`src/rtl/pipeline_hazard_ctrl.sv`:
```
// -----------------------------------------------------------------------------
// pipeline_hazard_ctrl
//   Central stall/flush sequencer for the 5-stage pipeline. Drives the write
//   enables and flushes of the PC and the IF/ID, ID/EX, EX/MEM and MEM/WB
//   registers. It reacts to load-use hazards, taken branches, multi-cycle
//   divides, I/D memory busy and exceptions in MEM. The only state is the
//   divide-occupancy FSM and its down-counter. All pipeline controls are
//   decoded combinationally from that state and the current inputs, so they
//   take effect in the same cycle.
//
// Parameters
//   DIV_CYCLES     cycles a divide occupies EX (must be >= 2)
//
// Ports
//   clk, rst       pipeline clock; asynchronous active-high reset
//   ID_rs, ID_rt   source registers of the instruction in ID
//   EX_MemRead     instruction in EX is a load
//   EX_rt          destination register of that load
//   EX_BranchTaken branch/jump in EX resolved taken
//   EX_DivStart    divide instruction valid in EX (level)
//   I_Busy         fetch not ready this cycle
//   D_Busy         data memory access in MEM not ready this cycle
//   MEM_Exception  instruction in MEM raises an exception
//   PC_Wr .. MEMWB_Flush  pipeline register enables and clears
//   Div_Busy       divider FSM is in S_DIV
//   Div_Done       divide result valid this cycle
//   Div_Cancel     abort the divider this cycle
//
// State  | meaning
// S_RUN  | no divide in flight; cnt is 0
// S_DIV  | divide occupying EX; cnt counts down the cycles left, 1 = done
// -----------------------------------------------------------------------------
module pipeline_hazard_ctrl #(
    parameter int DIV_CYCLES = 4
) (
    input  logic       clk,
    input  logic       rst,
    input  logic [4:0] ID_rs,
    input  logic [4:0] ID_rt,
    input  logic       EX_MemRead,
    input  logic [4:0] EX_rt,
    input  logic       EX_BranchTaken,
    input  logic       EX_DivStart,
    input  logic       I_Busy,
    input  logic       D_Busy,
    input  logic       MEM_Exception,
    output logic       PC_Wr,
    output logic       IF_IDWr,
    output logic       IFID_Flush,
    output logic       ID_EXWr,
    output logic       IDEX_Flush,
    output logic       EX_MEMWr,
    output logic       EXMEM_Flush,
    output logic       MEMWB_Flush,
    output logic       Div_Busy,
    output logic       Div_Done,
    output logic       Div_Cancel
);

    localparam int               CNT_W    = $clog2(DIV_CYCLES + 1);
    localparam logic [CNT_W-1:0] CNT_LOAD = CNT_W'(DIV_CYCLES - 1);
    localparam logic [CNT_W-1:0] CNT_ONE  = CNT_W'(1);

    typedef enum logic {
        S_RUN = 1'b0,
        S_DIV = 1'b1
    } state_t;

    state_t           state_q, state_d;
    logic [CNT_W-1:0] cnt_q, cnt_d;

    logic load_use;
    logic div_stall;
    logic cnt_is_one;

    assign cnt_is_one = (cnt_q == CNT_ONE);
    assign load_use   = EX_MemRead && (EX_rt != 5'd0) &&
                        ((EX_rt == ID_rs) || (EX_rt == ID_rt));
    assign div_stall  = ((state_q == S_RUN) && EX_DivStart) ||
                        ((state_q == S_DIV) && !cnt_is_one);

    always_comb begin
        state_d = state_q;
        cnt_d   = cnt_q;
        case (state_q)
            S_RUN: begin
                if (EX_DivStart && !MEM_Exception) begin
                    state_d = S_DIV;
                    cnt_d   = CNT_LOAD;
                end
            end
            S_DIV: begin
                if (MEM_Exception) begin
                    state_d = S_RUN;
                    cnt_d   = '0;
                end else if (cnt_q > CNT_ONE) begin
                    // The divider runs on its own, so it keeps counting even while MEM is busy.
                    cnt_d = cnt_q - CNT_ONE;
                end else if (!D_Busy) begin
                    state_d = S_RUN;
                    cnt_d   = '0;
                end
                // When cnt is 1 and D_Busy is set, hold the state so the finished result stays presented.
            end
            default: begin
                state_d = S_RUN;
                cnt_d   = '0;
            end
        endcase
    end

    always_ff @(posedge clk or posedge rst) begin
        if (rst) begin
            state_q <= S_RUN;
            cnt_q   <= '0;
        end else begin
            state_q <= state_d;
            cnt_q   <= cnt_d;
        end
    end

    always_comb begin
        PC_Wr       = 1'b1;
        IF_IDWr     = 1'b1;
        IFID_Flush  = 1'b0;
        ID_EXWr     = 1'b1;
        IDEX_Flush  = 1'b0;
        EX_MEMWr    = 1'b1;
        EXMEM_Flush = 1'b0;
        MEMWB_Flush = 1'b0;
        Div_Busy    = (state_q == S_DIV);
        Div_Done    = (state_q == S_DIV) && cnt_is_one && !MEM_Exception;
        Div_Cancel  = MEM_Exception && ((state_q == S_DIV) || EX_DivStart);

        if (MEM_Exception) begin
            PC_Wr       = 1'b1;
            IFID_Flush  = 1'b1;
            IDEX_Flush  = 1'b1;
            EXMEM_Flush = 1'b1;
            MEMWB_Flush = 1'b1;
        end else if (D_Busy) begin
            PC_Wr       = 1'b0;
            IF_IDWr     = 1'b0;
            ID_EXWr     = 1'b0;
            EX_MEMWr    = 1'b0;
            MEMWB_Flush = 1'b1;
        end else if (div_stall) begin
            PC_Wr       = 1'b0;
            IF_IDWr     = 1'b0;
            ID_EXWr     = 1'b0;
            EXMEM_Flush = 1'b1;
        end else if (load_use) begin
            PC_Wr      = 1'b0;
            IF_IDWr    = 1'b0;
            IDEX_Flush = 1'b1;
        end else if (EX_BranchTaken) begin
            PC_Wr      = 1'b1;
            IFID_Flush = 1'b1;
            IDEX_Flush = 1'b1;
        end else if (I_Busy) begin
            PC_Wr      = 1'b0;
            IFID_Flush = 1'b1;
        end

        // Reset freezes and clears the whole pipeline in the same cycle it is asserted.
        if (rst) begin
            PC_Wr       = 1'b0;
            IF_IDWr     = 1'b0;
            IFID_Flush  = 1'b1;
            ID_EXWr     = 1'b0;
            IDEX_Flush  = 1'b1;
            EX_MEMWr    = 1'b0;
            EXMEM_Flush = 1'b1;
            MEMWB_Flush = 1'b1;
            Div_Busy    = 1'b0;
            Div_Done    = 1'b0;
            Div_Cancel  = 1'b0;
        end
    end

endmodule

```
`config.mk`:
```
export PLATFORM = sky130hd
export DESIGN_NAME = pipeline_hazard_ctrl
export DESIGN_NICKNAME = d
export VERILOG_FILES = /design/src/rtl/pipeline_hazard_ctrl.sv
export SDC_FILE = /design/constraint.sdc
export NUM_CORES = 1
export LEC_CHECK = 0
export ABC_AREA = 0
export CORE_UTILIZATION = 32
export CTS_CLUSTER_SIZE = 10
export DETAILED_ROUTE_END_ITERATION = 10
export PLACE_DENSITY = 0.81
export SLEW_MARGIN = 20
export SYNTH_ARGS = -nofsm -noshare
export SYNTH_HDL_FRONTEND = slang
export SYNTH_SLANG_ARGS = --single-unit
```
`constraint.sdc`:
```
create_clock -name clk -period 1.4 [get_ports clk]
set_input_delay 0.14 -clock clk [delete_from_list [all_inputs] [get_ports clk]]
set_output_delay 0.14 -clock clk [all_outputs]
set_load 0.02 [all_outputs]
```
# Word level (Yosys, flattened, before mapping)
# Cells that the tools add are included.
# word_totals
elab_cells	76
regBits	4
# classes
addsub	1
muxes	51
bitwise_logic	1
n_eq_ne	5
reduce_logical	15
magnitude_cmp	1
# op_table
operator	n
$mux W1	45
$mux W3	4
$eq A5 B5 Y1	2
$logic_and A1 B1 Y1	8
$pmux W3 S2	1
$reduce_bool A5 Y1	1
$ne A4 B3 Y1 const B	1
$eq A3 B1 Y1 const B	1
$gt A3 B1 Y1 const B	1
$logic_or A1 B1 Y1	3
$sub A3 B1 Y3 const B	1
$logic_not A1 Y1	2
$ne A2 B1 Y1 const B	1
$pmux W1 S2	1
$reduce_and A2 Y1	1
$not A1 Y1	1

# Depth between registers and ports, before layout
# Gate-level depths: netlist of the first run.
# logic_depth
word_depth	8
ltp_mapped	6
mapped_depth_nobuf	6

# Least setup slack after synthesis of the first run
# No wires, ideal clock.
# synth_timing
path_kind	reg2out
startpoint	register state_q
endpoint	output IF_IDWr
stages_incl_launch_ff	6
path_buffers	1
t_arrival_ps	1647
required_time_ps	1260
setup_slack_ps	-387
cell_sequence	dfrtp_1 -> clkbuf_1 -> or2_1 -> a21oi_1 -> nor2_1 -> a211oi_1
# synth_via
elab_chain_cells	7
# synth_rtl
item	line_no	source
start, declared	69	state_t state_q, state_d;
start signal, assigned	117	state_q <= state_d;
$not A1 Y1	n/a	
$logic_and A1 B1 Y1	79	assign div_stall = ((state_q == S_RUN) && EX_DivStart) ||
$logic_or A1 B1 Y1 (*)	79	
$mux W1 (*)	147	end else if (div_stall) begin
$mux W1 (*)	141	end else if (D_Busy) begin
$mux W1 (*)	135	if (MEM_Exception) begin
$mux W1 (*)	166	if (rst) begin
end, declared	48	output logic IF_IDWr,
# Every way passes the cells marked *; elsewhere a longest branch is shown, timed or not.

# Worst setup path after layout of the first run
# layout_timing
startpoint	register cnt_q[1]
endpoint	output PC_Wr
# layout_via
elab_chain_cells	8
# layout_rtl
item	line_no	source
start, declared	70	logic [CNT_W-1:0] cnt_q, cnt_d;
start signal, assigned	118	cnt_q <= cnt_d;
$eq A3 B1 Y1	76	assign cnt_is_one = (cnt_q == CNT_ONE);
$logic_not A1 Y1	80	((state_q == S_DIV) && !cnt_is_one);
$logic_and A1 B1 Y1	80	
$logic_or A1 B1 Y1	79	
$mux W1	147	
$mux W1	141	
$mux W1	135	
$mux W1	166	
end, declared	47	output logic PC_Wr,
# No other way between the ends.

==> flow_summary.json, run 1 <==
{
  "status": "complete, but fails checks",
  "violations": "setup timing",
  "cts_root_buf": "clkbuf_4",
  "syn-instance-count": 73,
  "core_um2": 1541,
  "r2r_cells": 6,
  "peakVddDrop_mv": 0.4080,
  "grt_usage_pct": 24.32,
  "syn_to_final_growth_pct": 120.9,
  "leakagePower_nw": 0.5408,
  "drtPass1Iterations": 6,
  "r2r_setup_slack_ps": -20,
  "cp-startpoint": "cnt_q[1]",
  "nets": 162,
  "synth_edf_count": 0,
  "row_count": 14,
  "async_flop_share_pct": 100.0,
  "wl_per_cell_um": 13.83,
  "die_area_um2": 1853,
  "critical_path_class": "reg2out",
  "required_ps": 1260,
  "finalPower_mw": 0.8719,
  "worst_r2r_startpoint": "cnt_q[1]",
  "crit_family": "flip-flops",
  "grt_max_degree": 9,
  "dieHeight_um": 43.05,
  "nFillCells": 109,
  "drive_gt1_share_pct": 43.70,
  "r2r-end": "cnt_q[2]",
  "crit_buf_inv": 3,
  "wl_um": 2089,
  "htreeDepth": 1,
  "synth-warning-count": 0,
  "clock_latency_ps": 240,
  "hold_viol_final": 0,
  "power.density_nw_per_um2": 732.0,
  "remaining_drc_errors": 0,
  "vias_per_cell": 5.437,
  "rsz0062_at_grt": "yes",
  "hold_class": "in2reg",
  "drv_cap": 0,
  "cp_cell_sequence": "inv_2, ha_4, nand3b_1, a21oi_2, buf_4, nand2_2, o221ai_4, buf_6",
  "start_kind": "flop",
  "grt_overflow": 0,
  "fin_ws_ps": -412.1,
  "synth-seq-cells": 4,
  "syn_area_um2": 539.3,
  "synthFlopType": "dfrtp_1",
  "holdWs_ps": 548.0,
  "period_share_pct": 129.4,
  "cts.clk_slew.worst_paths_ps": 40,
  "die_w_um": 43.05,
  "netlist.area_leader.share_pct": 18.56,
  "cts_buffers": 3,
  "final_util_pct": 77.27,
  "drt_iter0_markers": 22,
  "ant_nets": 0,
  "yosys.area.top_type": "dfrtp_1",
  "io_buffer_count": 33,
  "multi_input_area_um2": 495.5,
  "ys_types": 29,
  "min_to": "state_q",
  "ys_seq_area_share_pct": 18.56,
  "period_needed_ps": 1812,
  "netlist_top_cells_count": "10 x xnor2_1, 7 x inv_1, 7 x nand2_1, 7 x nor2_1, 5 x a21oi_1",
  "synth.area.top_cells": "dfrtp_1 19%, xnor2_1 16%, inv_1 4.9%, nand2_1 4.9%, nor2_1 4.9%",
  "relSlewSlack_pct": 81.29,
  "cp_max_fo": 4,
  "hp-start": "D_Busy",
  "worst_clock_skew_ps": 3.314,
  "setup_viol": 8,
  "worstSetupEndpointType": "primary output",
  "gp_congestion": 0.8559,
  "ff_latch_area_um2": 100.1,
  "critPathArrivalTime_ps": 1670,
  "slowest_stage": "dfrtp_1",
  "cts_tree": "yes",
  "max_freq_mhz": 551.8,
  "worst_pin_slew_ps": 278.7,
  "syn_nets": 98,
  "initial_core_util_pct": 34.98,
  "antenna_found_initial": 0,
  "synth.avg_cell_area_um2": 7.387,
  "synth_most_common_cell": "xnor2_1",
  "grt_pass1_wl_um": 3367,
  "setup_tns_ps": -2244,
  "io_pins": 34,
  "hpwl_um": 1640,
  "cpPeakStageDelay_ps": 380,
  "vias": 821,
  "grt_pass1_vias": 875,
  "clock_sinks": 4,
  "slew_violations": 0,
  "antennaDiodeCount": 0,
  "whs_path_depth": 4,
  "cts_buffer_depth": 2,
  "pre_cts_ws_ps": -959.2
}
-- worst min-delay path: stages --
cell and delay (ps):
dlymetal6s2s_1 170, buf_4 160, inv_1 140, a311oi_1 130
-- layout make-up --
| type | instances | area share, % |
|---|---|---|
| multi-input cells | 60 | 41.60 |
| clock buffers | 3 | 1.891 |
| inverters | 7 | 2.206 |
| flip-flops and latches | 4 | 8.403 |
| well taps | 16 | 1.681 |
| repair buffers | 61 | 44.22 |
-- cells by family after synthesis --
kind of cell / Yosys count / synth area share (%)
flip-flops: 4 / 18.56
XOR/XNOR: 10 / 16.24
AND/OR/NAND/NOR: 26 / 23.90
AO/OA/AOI/OAI: 21 / 28.31
buffers and inverters: 9 / 6.266
adder cells (fa/ha/maj): 2 / 4.640
multiplexers: 1 / 2.088
-- metal layers --
| metal | wire (µm) | track usage, % |
|---|---|---|
| met5 | 0 | 0 |
| met4 | 49 | 11.52 |
| met2 | 1195 | 47.27 |
| met3 | 149 | 8.085 |
| met1 | 694 | 21.96 |
-- state kept, by name (all words and copies together) (netlist names) --
register	flops
cnt_q	3
state_q	1
-- what timing repair did --
item                                    in CTS  in global routing
pin swaps                                    6                  6
buffers inserted                             5                  2
hold endpoints to repair                     0                  4
endpoints found under the setup margin      13                 13
cloned                                       0                  0
resized for setup                           59                 15
hold buffers                                 0                  1
-- worst max-delay path by stage --
| stage | endpoint | slack, ps | cells after the start |
|---|---|---|---|
| 5_1_grt | PC_Wr | -520 | 8 |
| 2_1_floorplan | IF_IDWr | -80 | 5 |
| 6_report | PC_Wr | -410 | 8 |
| 3_3_place_gp | IF_IDWr | -930 | 6 |
| 3_5_place_dp | IDEX_Flush | -960 | 6 |
| 4_1_cts | IDEX_Flush | -430 | 7 |
-- power by group --
group          internal [mW]  switching (mW)
clock network         0.0959          0.0477
logic                  0.310           0.258
registers              0.141          0.0188
-- per-stage QoR --
stage,cells,instance area (µm²)
after global placement,143,1087
after global routing,151,1191
after floorplan,73,573.1
final,151,1191
after CTS,150,1137
after detailed placement,143,1087
-- cells in the final DEF (no fill, tap or decap), drive strengths merged, types with 5 or more instances in the layout --
cell type      instances
nor2                   7
a21oi                  5
clkdlybuf4s50         16
inv                    7
xnor2                 10
o21ai                  5
buf                   36
nand2                  7
(Power assumes the default switching activity.)
==> run 2: changes to the inputs <==
--- a/config.mk
+++ b/config.mk
@@ -9,6 +9,7 @@
 export CORE_UTILIZATION = 32
 export CTS_CLUSTER_SIZE = 10
 export DETAILED_ROUTE_END_ITERATION = 10
+export GPL_ROUTABILITY_DRIVEN = 0
 export PLACE_DENSITY = 0.81
 export SLEW_MARGIN = 20
 export SYNTH_ARGS = -nofsm -noshare
==> results of run 2 <==
The final DEF is identical to that of run 1; final timing and power are the same.
